File: src/rtl/decode_hazard_controller_pkg.sv
// Types and helpers for the decode interlock: in-flight slot entries and result stages.
// Latency: n/a (type definitions and pure functions only).
// Backpressure: n/a.
package hazard;

    // Stage whose forwarding port first carries an instruction's result.
    typedef enum logic [1:0] {
        RES_EXE = 2'd0,
        RES_MEM = 2'd1,
        RES_WB  = 2'd2
    } result_stage_t;

    typedef struct packed {
        logic          valid;
        logic [4:0]    rd;
        result_stage_t result_stage;
    } entry_t;

    localparam entry_t EMPTY_ENTRY = '{valid: 1'b0, rd: 5'd0, result_stage: RES_EXE};

    localparam logic [1:0] SLOT_EXE = 2'd0;
    localparam logic [1:0] SLOT_MEM = 2'd1;
    localparam logic [1:0] SLOT_WB  = 2'd2;

    // Numeric stage rank; the illegal encoding 3 is treated as WB.
    function automatic logic [1:0] stage_rank(input result_stage_t s);
        return s[1] ? 2'd2 : {1'b0, s[0]};
    endfunction

    // An entry sitting in slot 'slot' cannot forward yet if its result appears in a later stage.
    function automatic logic unresolved(input entry_t e, input logic [1:0] slot);
        return e.valid && (e.rd != 5'd0) && (stage_rank(e.result_stage) > slot);
    endfunction

endpackage

File: src/rtl/pipeline_status_pkg.sv
// Pipeline handshake status passed backwards from a stage to its upstream neighbour.
// Latency: n/a (type definitions only).
// Backpressure: STALL holds the upstream stage; JUMP squashes it.
package pipeline_status;

    typedef enum logic [1:0] {
        READY = 2'd0,
        STALL = 2'd1,
        JUMP  = 2'd2
    } backwards_t;

endpackage

File: src/rtl/decode_hazard_controller_slot_match.sv
// Checks one source register against the EXE/MEM/WB slots; flags a source forwarding cannot supply.
// Latency: combinational, zero cycles.
// Backpressure: none; pure lookup.
module hazard_slot_match
    import hazard::*;
(
    input  logic [4:0] src,
    input  entry_t     exe_slot,
    input  entry_t     mem_slot,
    input  entry_t     wb_slot,
    output logic       blocked
);

    entry_t slots [3];

    assign slots[0] = exe_slot;
    assign slots[1] = mem_slot;
    assign slots[2] = wb_slot;

    // Youngest matching slot decides: a younger resolved writer shadows an older pending one.
    always_comb begin
        logic decided;
        blocked = 1'b0;
        decided = 1'b0;
        for (int k = 0; k < 3; k++) begin
            if (!decided && (src != 5'd0) && slots[k].valid && (slots[k].rd == src)) begin
                blocked = unresolved(slots[k], 2'(k));
                decided = 1'b1;
            end
        end
    end

endmodule

File: src/rtl/decode_hazard_controller.sv
// Decode-stage interlock: tracks in-flight rd writers and stalls decode until operands can be forwarded.
// Latency: status outputs combinational (zero cycles); slots and stall counter update on the next edge.
// Backpressure: downstream JUMP beats downstream STALL beats interlock STALL; downstream STALL freezes slots.
module decode_hazard_controller
    import hazard::*;
    import pipeline_status::*;
#(
    parameter int unsigned COUNTER_WIDTH = 32
) (
    input  logic                     clk,
    input  logic                     rst,
    input  logic                     issue_valid_in,
    input  logic [4:0]               issue_rd_in,
    input  logic                     issue_writes_rd_in,
    input  logic [1:0]               issue_result_stage_in,
    input  logic [4:0]               rs1_address_in,
    input  logic [4:0]               rs2_address_in,
    input  logic                     uses_rs1_in,
    input  logic                     uses_rs2_in,
    input  backwards_t               status_backwards_in,
    output backwards_t               status_backwards_out,
    output logic                     hazard_stall_out,
    output logic [COUNTER_WIDTH-1:0] stall_count_out
);

    entry_t exe_q, mem_q, wb_q;
    entry_t exe_d, mem_d, wb_d;
    entry_t new_entry;
    logic   rs1_blocked, rs2_blocked, hazard_hit;

    hazard_slot_match u_rs1_match (
        .src      (rs1_address_in),
        .exe_slot (exe_q),
        .mem_slot (mem_q),
        .wb_slot  (wb_q),
        .blocked  (rs1_blocked)
    );

    hazard_slot_match u_rs2_match (
        .src      (rs2_address_in),
        .exe_slot (exe_q),
        .mem_slot (mem_q),
        .wb_slot  (wb_q),
        .blocked  (rs2_blocked)
    );

    assign hazard_hit = issue_valid_in &&
                        ((uses_rs1_in && rs1_blocked) || (uses_rs2_in && rs2_blocked));

    // rd=x0 writers never enter the tracker; they can never cause an interlock.
    always_comb begin
        new_entry = EMPTY_ENTRY;
        if (issue_valid_in && issue_writes_rd_in && (issue_rd_in != 5'd0)) begin
            new_entry.valid        = 1'b1;
            new_entry.rd           = issue_rd_in;
            new_entry.result_stage = result_stage_t'(issue_result_stage_in);
        end
    end

    // Status priority and slot advance: JUMP and interlock bubble advance, downstream STALL holds.
    always_comb begin
        status_backwards_out = READY;
        hazard_stall_out     = 1'b0;
        exe_d                = exe_q;
        mem_d                = mem_q;
        wb_d                 = wb_q;
        if (status_backwards_in == JUMP) begin
            status_backwards_out = JUMP;
            wb_d  = mem_q;
            mem_d = exe_q;
            exe_d = EMPTY_ENTRY;
        end else if (status_backwards_in == STALL) begin
            status_backwards_out = STALL;
        end else if (hazard_hit) begin
            status_backwards_out = STALL;
            hazard_stall_out     = 1'b1;
            wb_d  = mem_q;
            mem_d = exe_q;
            exe_d = EMPTY_ENTRY;
        end else begin
            wb_d  = mem_q;
            mem_d = exe_q;
            exe_d = new_entry;
        end
    end

    // Slot registers.
    always_ff @(posedge clk or posedge rst) begin
        if (rst) begin
            exe_q <= EMPTY_ENTRY;
            mem_q <= EMPTY_ENTRY;
            wb_q  <= EMPTY_ENTRY;
        end else begin
            exe_q <= exe_d;
            mem_q <= mem_d;
            wb_q  <= wb_d;
        end
    end

    // Saturating count of interlock-caused stall cycles only.
    always_ff @(posedge clk or posedge rst) begin
        if (rst) begin
            stall_count_out <= '0;
        end else if (hazard_stall_out && (stall_count_out != '1)) begin
            stall_count_out <= stall_count_out + 1'b1;
        end
    end

endmodule

File: config.mk
export PLATFORM = sky130hd
export DESIGN_NAME = decode_hazard_controller
export DESIGN_NICKNAME = d
export VERILOG_FILES = /design/src/rtl/decode_hazard_controller_pkg.sv /design/src/rtl/pipeline_status_pkg.sv /design/src/rtl/decode_hazard_controller_slot_match.sv /design/src/rtl/decode_hazard_controller.sv
export SDC_FILE = /design/constraint.sdc
export NUM_CORES = 1
export LEC_CHECK = 0
export ABC_AREA = 1
export CAP_MARGIN = 30
export CORE_UTILIZATION = 35
export DETAILED_ROUTE_END_ITERATION = 8
export PLACE_DENSITY = 0.58
export SKIP_CTS_REPAIR_TIMING = 1
export SYNTH_ARGS = -nofsm -noshare
export SYNTH_HDL_FRONTEND = slang
export SYNTH_SLANG_ARGS = --single-unit
export TNS_END_PERCENT = 10
File: constraint.sdc
create_clock -name clk -period 2.3 [get_ports clk]
set_clock_uncertainty 0.15 [all_clocks]
set_input_delay 0.345 -clock clk [delete_from_list [all_inputs] [get_ports clk]]
set_output_delay 0.345 -clock clk [all_outputs]
set_load 0.03 [all_outputs]
==> impl_metrics.py, run 1 <==
metrics = {
    "worst_setup_path": {
        "cp-startpoint": "exe_q[5]",
        "slowest_delay_ps": 460,
        "worstPathMaxFanout": 5,
        "timing.rr.end": "stall_count_out[7]",
        "r2r_cells": 9,
        "crit_arrival_ps": 1760,
        "worstSetupEndpoint": "status_backwards_out[0]",
        "critPathKind": "register to output pin",
        "start_kind": "register",
        "slowest_stage": "dfrtp_2",
        "worstSetupEndpointType": "output pin",
        "cp.required_ps": 1800,
        "timing.rr.start": "stall_count_out[0]",
        "crit_path_cell_trace": "buf_6 -> nor2_4 -> nand4_1 -> nand2_1 -> nand2_2 -> nor2_1 -> nor2_1 -> nand2_1 -> nand2_2 -> nand3_2 -> nand2_2 -> buf_6",
        "cpMostUsedCell": "nand2_2",
        "reg2reg_slack_ps": 280,
    },
    "timing": {
        "slew_headroom_pct": 68.7,
        "hold_violations": 0,
        "max_freq_ghz": 0.444,
        "rsz0062_at_grt": "yes",
        "finalCriticalPeriod_ps": 2250,
        "worstMarginPinSlew_ps": 466,
        "setup_viol": 0,
        "slew_viol_final": 0,
        "min_period_over_period_pct": 98.0,
        "holdWs_ps": 202,
    },
    "final_layout": {
        "utilization_pct": 48.3,
        "area_growth_pct": 31.1,
        "fin_nets": 590,
        "layout_common_cells": "183 x nand2_1, 47 x clkdlybuf4s50_1, 44 x nand4_1, 44 x dfrtp_1, 43 x inv_1",
        "drive_above_1_share_pct": 11.7,
        "final_common_cell": "nand2_1",
        "diodes": 0,
        "fin_area_um2": 4300,
    },
    "synthesis": {
        "syn_inst": 493,
        "yosysTopAreaCell": "dfrtp_1",
        "syn_area_um2": 3280,
        "yosysSeqAreaShare_pct": 35.9,
        "synth_area_leaders": "dfrtp_1 36%, nand2_1 22%, nand4_1 8.4%",
        "synth_cell_types": 28,
        "yosysTopAreaCellShare_pct": 35.9,
        "yosysWarnings": 0,
        "syn_area_per_cell_um2": 6.65,
        "ys_ff_latch": 47,
        "synth.net_count": 519,
    },
    "power": {
        "total_power_w": 0.00162,
        "power-per-cell-area_nw_per_um2": 376,
        "ir_drop_mv": 0.228,
        "p_leak_nw": 2.13,
    },
    "grt": {
        "antenna_found_initial": 0,
        "grt_use_total_pct": 21.4,
        "grt-ovfl-total": 0,
        "grt_pass1_wl_mm": 16.9,
        "grt_pass1_vias": 3507,
        "grt_max_degree": 33,
    },
    "routing": {
        "remaining_drc_errors": 0,
        "initialDrtViolationCount": 83,
        "vias_per_cell": 4.98,
        "vias": 3354,
        "dr.pass1.iters": 4,
        "drt_wl_total_mm": 9.69,
        "drt-wirelength-per-cell_um": 14.4,
        "drtAntennaViolNets": 0,
    },
    "floorplanning": {
        "die_w_um": 98.8,
        "start_util_pct": 36.9,
        "ioPinCount": 60,
        "fp-row-count": 34,
        "die_h_um": 98.8,
        "fp.dieArea_um2": 9760,
        "core_area_um2": 8890,
    },
    "cts": {
        "cts.sinks": 47,
        "ctsLongestPathBuffers": 2,
        "cts_tree": "yes",
        "clockRootBuffer": "clkbuf_8",
        "cts_max_level": 2,
        "clkTransAtPathRegs_ps": 100,
        "cts-buffers-inserted": 5,
        "insertion_delay_ps": 310,
    },
    "min_path": {
        "hp-class": "input pin to asynchronous set/reset pin",
    },
    "place": {
        "dp_hpwl_mm": 7.52,
        "routabilityCongestion": 0.911,
        "numPortBuffers": 59,
        "place_area_um2": 4070,
    },
    "run_status": {
        "status": "finished, final reports clean",
    },
    "job": {
        "maxCapViolCount": 0,
    },
}
## worst min-delay path by stage
| stage | endpoint | slack [ps] | cells after the start |
|---|---|---|---|
| finish | stall_count_out[11] | 200 | 2 |
| global route | stall_count_out[10] | 240 | 2 |
| CTS | stall_count_out[9] | 220 | 2 |
| detailed placement | exe_q[0] | 320 | 2 |
| global placement | exe_q[0] | 310 | 2 |
| floorplan | exe_q[0] | 290 | 2 |
## logic make-up (layout without fill, tap and decap cells)
family                   Yosys count  count (layout)  share of synthesized area, %
adder cells (fa/ha/maj)            1               1                         0.382
AND/OR/NAND/NOR                  334             334                          45.1
AO/OA/AOI/OAI                     14              14                          2.18
XOR/XNOR                          29              29                          7.75
buffers and inverters             68             140                          8.70
flip-flops                        47              47                          35.9
## report_power, final
part           leakage (nW)  internal [W]  switching (W)
registers             0.646      0.000843      0.0000230
logic                  1.44     0.0000996       0.000129
clock network        0.0443      0.000218       0.000304
## cell usage after synthesis
library cell and n:
nand2_1 189, inv_1 49, dfrtp_1 47, nor2_1 45, nand4_1 44, nand3_1 27
xor2_1 20, nor3_1 13, o21ai_0 11, xnor2_1 9, buf_2 6, clkbuf_1 6
nand3b_1 4, buf_6 3, nand2_2 3, a21oi_1 2, clkinv_1 2, inv_2 2
or2_2 2, and2b_1 1, ha_1 1, nand2b_1 1, nand3_2 1, nand4_2 1
nor2_2 1, nor2_4 1, nor3_2 1, o22ai_1 1
## critical path: cells and delay by family (launching register included)
| family | cells | cell delay [ps] |
|---|---|---|
| and+or+nand+nor | 10 | 730 |
| DFF | 1 | 460 |
| buffers and inverters | 2 | 260 |
## area by class of cell
cell class | count | area, um2
timing repair buffer | 79 | 813
tap | 108 | 135
fill | 930 | 4590
clock buffer | 5 | 68.8
inverter | 53 | 199
sequential | 47 | 1180
multi-input combinational | 378 | 1880
clock inverter | 3 | 25.0
## metrics by stage
stage / std cells / worst slack, ps / setup TNS (ps)
floorplan: 493 / 168 / 0
global placement: 661 / -97.7 / -1380
detailed placement: 661 / -117 / -2670
CTS: 669 / -132 / -247
global route: 673 / -91.7 / -176
finish: 673 / 46.6 / 0
## registers in the layout, indices dropped and copies added, names as in the netlist
signal	cells
exe_q	8
stall_count_out	32
mem_q	7
## per-layer routing
layer  track usage (%)  up-vias  part of all wire [%]
li1                  -     1711                     -
met1              27.6     1550                    46
met2              36.7       76                    48
met3              2.91       17                   3.5
met4              7.69        0                   2.5
met5                 0        -                     0
(Power assumes the default switching activity.)
==> run 2, diff against run 1 <==
--- a/config.mk
+++ b/config.mk
@@ -10,7 +10,9 @@
 export CORE_UTILIZATION = 35
 export DETAILED_ROUTE_END_ITERATION = 8
 export PLACE_DENSITY = 0.58
+export SETUP_SLACK_MARGIN = 0.3
 export SKIP_CTS_REPAIR_TIMING = 1
+export SLEW_MARGIN = 0
 export SYNTH_ARGS = -nofsm -noshare
 export SYNTH_HDL_FRONTEND = slang
 export SYNTH_SLANG_ARGS = --single-unit
==> run 2 against run 1 <==
- sequential power is essentially flat
- sequential cell count is the same
- maximum frequency is essentially flat
- clock power grew 21%
- first-iteration DRC count grew 110%
- worst setup slack gained 0.59 ps
- combinational power grew 3%
- critical path depth shrank 1
- critical path type unchanged
- critical endpoint unchanged
- highest routed layer unchanged
==> impl_metrics.py, run 2 (same netlist as run 1, synthesis figures left out) <==
metrics = {
    "place": {
        "routabilityCongestion": 0.913,
        "place_ws_ps": -140,
        "dp_hpwl_mm": 7.54,
        "place_area_um2": 4070,
        "numPortBuffers": 59,
    },
    "grt": {
        "gr-usage-met2_pct": 38.2,
        "antenna_found_initial": 0,
        "grt_use_total_pct": 21.2,
        "grt_pass1_wl_mm": 16.6,
        "grt_use_met3_pct": 4.11,
        "grt_max_degree": 37,
        "grt-ovfl-total": 0,
        "gr-max-usage-layer": "met2",
        "gr-usage-met1_pct": 24.9,
        "grt_pass1_vias": 3513,
    },
    "routing": {
        "remaining_drc_errors": 0,
        "dr.pass1.iters": 4,
        "vias": 3388,
        "drt-wirelength-per-cell_um": 14.8,
        "vias_per_cell": 5.00,
        "initialDrtViolationCount": 172,
        "drtAntennaViolNets": 0,
        "drt_wl_total_mm": 10.0,
    },
    "worst_setup_path": {
        "reg2reg_slack_ps": 300,
        "slowest_delay_ps": 450,
        "cp.required_ps": 1800,
        "crit_arrival_ps": 1760,
        "worstPathMaxFanout": 4,
        "cp-startpoint": "exe_q[2]",
        "slowest_stage": "dfrtp_1",
        "r2r_cells": 13,
        "start_kind": "register",
        "critPathKind": "register to output pin",
        "crit_path_cell_trace": "inv_2 -> nand2_1 -> nand2_2 -> nor3_2 -> nand3_1 -> nand2_1 -> nand2_1 -> nand2_2 -> nand3_2 -> nand2_2 -> buf_6",
        "worstSetupEndpointType": "output pin",
        "timing.rr.start": "exe_q[2]",
        "timing.rr.end": "stall_count_out[4]",
    },
    "power": {
        "p_sw_w": 0.000457,
        "total_power_w": 0.00173,
        "p_comb_share_pct": 13.5,
        "ir_drop_mv": 0.356,
        "swShare_pct": 26.4,
        "clock_power_share_pct": 36.5,
        "power_frac_seq_pct": 50.0,
        "power-per-cell-area_nw_per_um2": 392,
        "p_leak_nw": 2.39,
        "p_int_w": 0.00128,
    },
    "cts": {
        "insertion_delay_ps": 310,
        "ctsLongestPathBuffers": 2,
        "clockRootBuffer": "clkbuf_8",
        "cts_tree": "yes",
        "cts.sinks": 47,
        "clkTransAtPathRegs_ps": 100,
        "cts-buffers-inserted": 5,
        "cts_max_level": 2,
    },
    "final_layout": {
        "largest_reg_flops": 32,
        "drive_above_1_share_pct": 13.7,
        "fin_area_um2": 4420,
        "fin_nets": 594,
        "largestRegisters": "stall_count_out: 32 flops, exe_q: 8 flops, mem_q: 7 flops",
        "layout_common_cells": "182 x nand2_1, 44 x nand4_1, 43 x inv_1",
        "fillCellCount": 909,
        "diodes": 0,
        "final_common_cell": "nand2_1",
        "area_growth_pct": 34.8,
        "regMostFlops": "stall_count_out",
    },
    "floorplanning": {
        "ioPinCount": 60,
        "fp-row-count": 34,
        "core_area_um2": 8890,
        "die_h_um": 98.8,
        "fp.dieArea_um2": 9760,
        "die_w_um": 98.8,
        "start_util_pct": 36.9,
    },
    "timing": {
        "max_freq_ghz": 0.444,
        "worstMarginPinSlew_ps": 465,
        "hold_violations": 0,
        "holdWs_ps": 126,
        "fin_tns_setup_ps": 0,
        "worst_slack_ps": 47.1,
        "rsz0062_at_grt": "yes",
        "finalCriticalPeriod_ps": 2250,
        "setup_viol": 0,
        "slew_viol_final": 0,
        "slew_headroom_pct": 68.7,
        "min_period_over_period_pct": 98.0,
    },
    "min_path": {
        "hp-class": "input pin to asynchronous set/reset pin",
    },
    "job": {
        "maxCapViolCount": 0,
    },
    "run_status": {
        "status": "finished, final reports clean",
    },
}
==> run 2: cell count changes in the layout (fill, tap and decap cells not counted), moves of 2 or more <==
cell             previous run  this run
clkinv_4                    2         0
nor2_1                     40        42
dfrtp_1                    44        36
dfrtp_2                     3        11
dlymetal6s2s_1             10        23
buf_4                      15        18
clkdlybuf4s50_1            47        34
==> run 2: worst max path at each step <==
stage / end / slack [ps]
after floorplan: stall_count_out[29] / 300
after global placement: status_backwards_out[0] / -180
after detailed placement: status_backwards_out[0] / -140
after CTS: status_backwards_out[0] / -150
after global routing: status_backwards_out[0] / -90
final: status_backwards_out[0] / 50
==> run 2: final cells by class <==
type                    count  area, um2  area share [%]
flip-flops and latches     47       1190            26.9
inverters                  53        199            4.50
clock inverters             3       46.3            1.05
clock buffers               5       68.8            1.56
repair buffers             83        893            20.2
multi-input cells         378       1890            42.7
well taps                 108        135            3.06
==> run 2: critical path: cells and delay by family, from the launching register on <==
kind,cells,cell delay [ps]
buf+inv,2,210
simple gates,9,770
flops,1,450
==> run 2: routing by layer <==
metal	share of wire, %	up-vias
met3	4.2	25
met1	43	1551
met5	0	-
li1	-	1728
met4	2.9	0
met2	50	84
==> run 2: through the flow <==
stage | utilization, % | std cells
after global placement | 45.8 | 660
final | 49.7 | 677
after global routing | 49.7 | 677
after floorplan | - | 493
after detailed placement | 45.8 | 660
after CTS | 47.1 | 668
==> run 2: power groups by stage <==
stage / clock [W] / combinational, W / sequential [W]
floorplan: 0 / 0.000109 / 0.000879
global placement: 0 / 0.000213 / 0.000881
detailed placement: 0 / 0.000213 / 0.000881
CTS: 0.000651 / 0.000214 / 0.000865
global route: 0.000684 / 0.000263 / 0.000869
finish: 0.000632 / 0.000235 / 0.000866
